[config.mk]
export PLATFORM = sky130hd
export DESIGN_NAME = lap_recall
export DESIGN_NICKNAME = d
export VERILOG_FILES = /design/src/rtl/lap_recall.sv
export SDC_FILE = /design/constraint.sdc
export NUM_CORES = 1
export LEC_CHECK = 0
export CAP_MARGIN = 0
export CORE_MARGIN = 3
export CORE_UTILIZATION = 45
export CTS_BUF_LIST = sky130_fd_sc_hd__clkbuf_8
export DETAILED_ROUTE_END_ITERATION = 12
export GPL_ROUTABILITY_DRIVEN = 0
export PLACE_DENSITY = 0.83
export SKIP_CTS_REPAIR_TIMING = 1
export SLEW_MARGIN = 5
export SYNTH_ARGS = -nofsm -noshare
export SYNTH_HDL_FRONTEND = slang
export SYNTH_SLANG_ARGS = --single-unit
[constraint.sdc]
create_clock -name clk -period 2.4 [get_ports clk]
set_input_delay 0.48 -clock clk [delete_from_list [all_inputs] [get_ports clk]]
set_output_delay 0.48 -clock clk [all_outputs]
set_load 0.01 [all_outputs]
[src/rtl/lap_recall.sv]
// Lap recall controller: steps through stored lap records, fetches each one from the lap store and drives an 8-digit display.
// Optional feature: define LAP_INDEX_EN to show the 1-based lap number on digit 3 (otherwise a dash is shown).
module lap_recall (
    input  logic        clk,
    input  logic        rst,
    input  logic        next_btn,
    input  logic        exit_btn,
    input  logic [3:0]  lap_count,
    output logic        rd_req,
    output logic [2:0]  rd_addr,
    input  logic        rd_valid,
    input  logic [23:0] rd_data,
    output logic [3:0]  out1,
    output logic [3:0]  out2,
    output logic [3:0]  out3,
    output logic [3:0]  out4,
    output logic [3:0]  out5,
    output logic [3:0]  out6,
    output logic [3:0]  out7,
    output logic [3:0]  out8,
    output logic        en
);

    localparam logic [3:0] BLANK = 4'hF;
    localparam logic [3:0] DASH  = 4'hA;
    localparam logic [3:0] ERR   = 4'hE;

    typedef enum logic [1:0] {
        IDLE  = 2'd0,
        FETCH = 2'd1,
        SHOW  = 2'd2
    } state_t;

    state_t      state;
    state_t      state_nxt;
    logic [2:0]  idx;
    logic [2:0]  idx_nxt;
    logic [23:0] rec;
    logic        shown;
    logic        latch;
    logic [3:0]  eff_count;
    logic        last_lap;

`ifdef LAP_INDEX_EN
    logic [2:0]  rec_idx;
`endif

    function automatic logic [3:0] digit(input logic [3:0] n);
        return (n > 4'd9) ? ERR : n;
    endfunction

    // Counts above 8 saturate; a shrinking count makes the next step wrap to lap 0.
    assign eff_count = (lap_count > 4'd8) ? 4'd8 : lap_count;
    assign last_lap  = (({1'b0, idx} + 4'd1) >= eff_count);

    always_comb begin
        state_nxt = state;
        idx_nxt   = idx;
        latch     = 1'b0;
        case (state)
            IDLE: begin
                if (next_btn && (eff_count != 4'd0)) begin
                    state_nxt = FETCH;
                    idx_nxt   = 3'd0;
                end
            end
            FETCH: begin
                // Exit beats a simultaneous rd_valid so the pending record is dropped.
                if (exit_btn) begin
                    state_nxt = IDLE;
                    idx_nxt   = 3'd0;
                end else if (rd_valid) begin
                    state_nxt = SHOW;
                    latch     = 1'b1;
                end
            end
            SHOW: begin
                if (exit_btn) begin
                    state_nxt = IDLE;
                    idx_nxt   = 3'd0;
                end else if (next_btn) begin
                    state_nxt = FETCH;
                    idx_nxt   = last_lap ? 3'd0 : (idx + 3'd1);
                end
            end
            default: begin
                state_nxt = IDLE;
                idx_nxt   = 3'd0;
            end
        endcase
    end

    always_ff @(posedge clk or posedge rst) begin
        if (rst) begin
            state <= IDLE;
            idx   <= 3'd0;
            rec   <= 24'd0;
            shown <= 1'b0;
        end else begin
            state <= state_nxt;
            idx   <= idx_nxt;
            if (latch) begin
                rec   <= rd_data;
                shown <= 1'b1;
            end else if (state_nxt == IDLE) begin
                shown <= 1'b0;
            end
        end
    end

`ifdef LAP_INDEX_EN
    // The index travels with the record so a refetch keeps the old lap number on screen.
    always_ff @(posedge clk or posedge rst) begin
        if (rst) begin
            rec_idx <= 3'd0;
        end else if (latch) begin
            rec_idx <= idx;
        end
    end
`endif

    assign rd_req  = (state == FETCH);
    assign rd_addr = idx;

    // While a new lap is being fetched the previous record stays visible.
    assign en = (state == SHOW) || ((state == FETCH) && shown);

    always_comb begin
        out1 = BLANK;
        out2 = BLANK;
        out3 = BLANK;
        out4 = BLANK;
        out5 = BLANK;
        out6 = BLANK;
        out7 = BLANK;
        out8 = BLANK;
        if (en) begin
            out1 = digit(rec[23:20]);
            out2 = digit(rec[19:16]);
            out4 = digit(rec[15:12]);
            out5 = digit(rec[11:8]);
            out6 = DASH;
            out7 = digit(rec[7:4]);
            out8 = digit(rec[3:0]);
`ifdef LAP_INDEX_EN
            out3 = {1'b0, rec_idx} + 4'd1;
`else
            out3 = DASH;
`endif
        end
    end

endmodule

==> flow_summary_export.csv <==
group,metric,value,unit
synth,synth_top_area_share,42.80,%
layout,diodes,0,
timing,setup_viol,0,
synth,netlist-cell-type-count,32,
synth,ys_warn_count,0,
critical_path,rrSetupSlack,0.56,ns
synth,ys.flop_type,"dfrtp_1",
timing,fin_worst_skew,0.003210,ns
die,fp.dieH,68.44,microns
die,die-area,0.004683,sq mm
die,fp.dieW,68.44,microns
timing,setup_tns,0,ns
die,core-area,0.003716,sq mm
clock_network,htree_levels,2,
worst_hold_path,hold_path.class,"reg2reg",
global_route,antenna_found_initial,0,
die,start_util,47.21,%
global_route,grt_max_degree,31,
timing,period_share,98.27,%
pwr,p_per_area,798.8,mW/mm^2
critical_path,worstSetupEndpointType,"output pin",
pwr,p_sw,617.9,uW
global_route,grt_pass1_vias,1268,
critical_path,crit_fanout,13,
critical_path,cp-start-kind,"flop",
die,ios,70,
synth,synth_area_leaders,"dfrtp_1 (43%), mux2_4 (17%), nand2_1 (6.0%)",
critical_path,critical_path_class,"reg2out",
synth,synth_commonest_cells,"dfrtp_1 (30), nand2_1 (28), mux2_4 (20)",
timing,finalMaxSlewViolations,0,
layout,layout.cells.non_filler,279,
drt,dr.pass1.iters,4,
clock_network,cts_tree,"yes",
placed_design,hpwl,2811,microns
clock_network,clockRootBuffer,"clkbuf_8",
clock_network,numCtsBuffers,5,
layout,register_area,750.7,sq um
synth,synth_most_common_cell,"dfrtp_1",
timing,final_hold_viol_count,0,
timing,max_freq,424.0,MHz
pwr,p_sw_share,30.14,%
pwr,combPwrFrac,34.1,%
pwr,peakVddDrop,422.5,uV
clock_network,clockBufferDepth,2,
critical_path,required,1.92,ns
critical_path,worstPathArrival,1.88,ns
synth,synth-async-reset-ratio,100.0,%
timing,min_period,2.358,ns
drt,avgRoutedWirePerCell,14.81,microns
pwr,seq_power_share,41.7,%
drt,routed_wl,4131,microns
drt,detail_route.vias_per_cell,4.982,
clock_network,clk-insertion-delay-late,0.28,ns
layout,area_growth,46.29,%
placed_design,port_buffers,65,
layout,drive_above_1_share,19.48,%
drt,drc_errors,0,
synth,synth_seq_cells,30,
synth,yosys.area.top_type,"dfrtp_1",
status,outcome,"completed",
synth,ys_seq_area_share,42.80,%
global_route,track_usage,16.77,%
pwr,internal-power,1.432,mW
synth,avgSynthCellArea,10.96,sq um
drt,drtAntennaViolNets,0,
layout,nNetsFinal,268,
pwr,totalPowerFinal,2.050,mW
pwr,cellLeakagePower,1.141,nW
synth,syn_area,0.001754,sq mm
placed_design,placed_cells,268,
die,row_count,22,
flow_run,drv_cap,0,
synth,synthCells,160,
layout,n_fill_cell,296,
clock_network,cts.sinks,30,
clock_network,clk_pin_slew,0.06,ns
drt,drtIter0Drc,77,
synth,synth_edf_count,0,
global_route,overflow,0,
pwr,p_clk_share,24.2,%
layout,multiInputGateArea,933.4,sq um
drt,num_vias,1390,
global_route,grt_pass1_wl,5740,microns
==> power groups by stage <==
| stage | sequential [mW] | clock [mW] | combinational (mW) |
|---|---|---|---|
| after global placement | 0.836 | 0 | 0.667 |
| after global routing | 0.880 | 0.527 | 0.762 |
| after detailed placement | 0.847 | 0 | 0.685 |
| final | 0.855 | 0.495 | 0.700 |
| after CTS | 0.846 | 0.507 | 0.689 |
| after floorplan | 0.800 | 0 | 0.480 |
==> cells in the final DEF, fill, tap and decap left out, drive strengths merged, types with 2 or more instances in the layout <==
cell type       n
clkbuf          5
a21o            4
conb            4
nand2          29
dfrtp          30
clkdlybuf4s50  63
buf             4
nor2            5
dlymetal6s2s    2
ha              5
inv             4
nor2b           3
a21oi          15
o21ai           8
nand2b         10
mux2           25
clkinv          2
==> worst max-delay path, cell delays in order, from the launching register on <==
cell,delay (ns)
dfrtp_1,0.43
and2b_2,0.28
a21o_4,0.26
nand2_1,0.08
clkdlybuf4s50_1,0.54
==> final cells by class <==
cell class	count	share of cell area (%)
tap	48	2.340
clock buffer	5	2.682
sequential	30	29.25
multi-input combinational	120	36.37
clock inverter	3	1.560
inverter	4	0.5851
timing repair buffer	69	27.21
==> flip-flops by register name, summed over array words and instances (netlist names) <==
signal / cells
rec: 24
rd_addr: 3
state: 2
shown: 1
==> metal layers <==
metal / wire length [microns] / GRT usage, %
met1: 1739 / 19.01
met2: 2144 / 29.56
met3: 204 / 5.419
met4: 42 / 5.211
met5: 0 / 0
==> final timing paths <==
check | startpoint | endpoint | cells past startpoint
max reg2reg | rd_addr[0]$_DFFE_PP0P_ | rd_addr[0]$_DFFE_PP0P_ | 7
min reg2reg | rec[16]$_DFFE_PP0P_ | rec[16]$_DFFE_PP0P_ | 1
min | rec[16]$_DFFE_PP0P_ | rec[16]$_DFFE_PP0P_ | 1
max | state[1]$_DFF_PP0_ | out4[2] | 4
max in group asynchronous | rst | rec[0]$_DFFE_PP0P_ | 3
min in group asynchronous | rst | rec[11]$_DFFE_PP0P_ | 3
==> per-stage QoR <==
step / setup WS [ns] / instance area [sq um] / util (%) / hold slack, ns
global placement: 0.1750 / 2409 / 64.81 / 0.4904
detailed placement: 0.09324 / 2409 / 64.81 / 0.4952
CTS: -0.2187 / 2517 / 67.74 / 0.5132
global route: -0.01551 / 2566 / 69.06 / 0.5234
floorplan: 0.5864 / 1765 / - / 0.4805
finish: 0.04157 / 2566 / 69.06 / 0.5063
==> kinds of logic (layout without fill, tap and decap cells) <==
family	Yosys count	count (layout)	share of synthesized area, %
AOI/OAI and AO/OA	33	35	11.27
adders and majority gates	5	5	3.566
buffers and inverters	15	81	6.705
DFF	30	30	42.80
muxes	25	25	20.33
other	1	4	0.2138
and+or+nand+nor	51	51	15.12
Power figures use the tool's default switching activity.
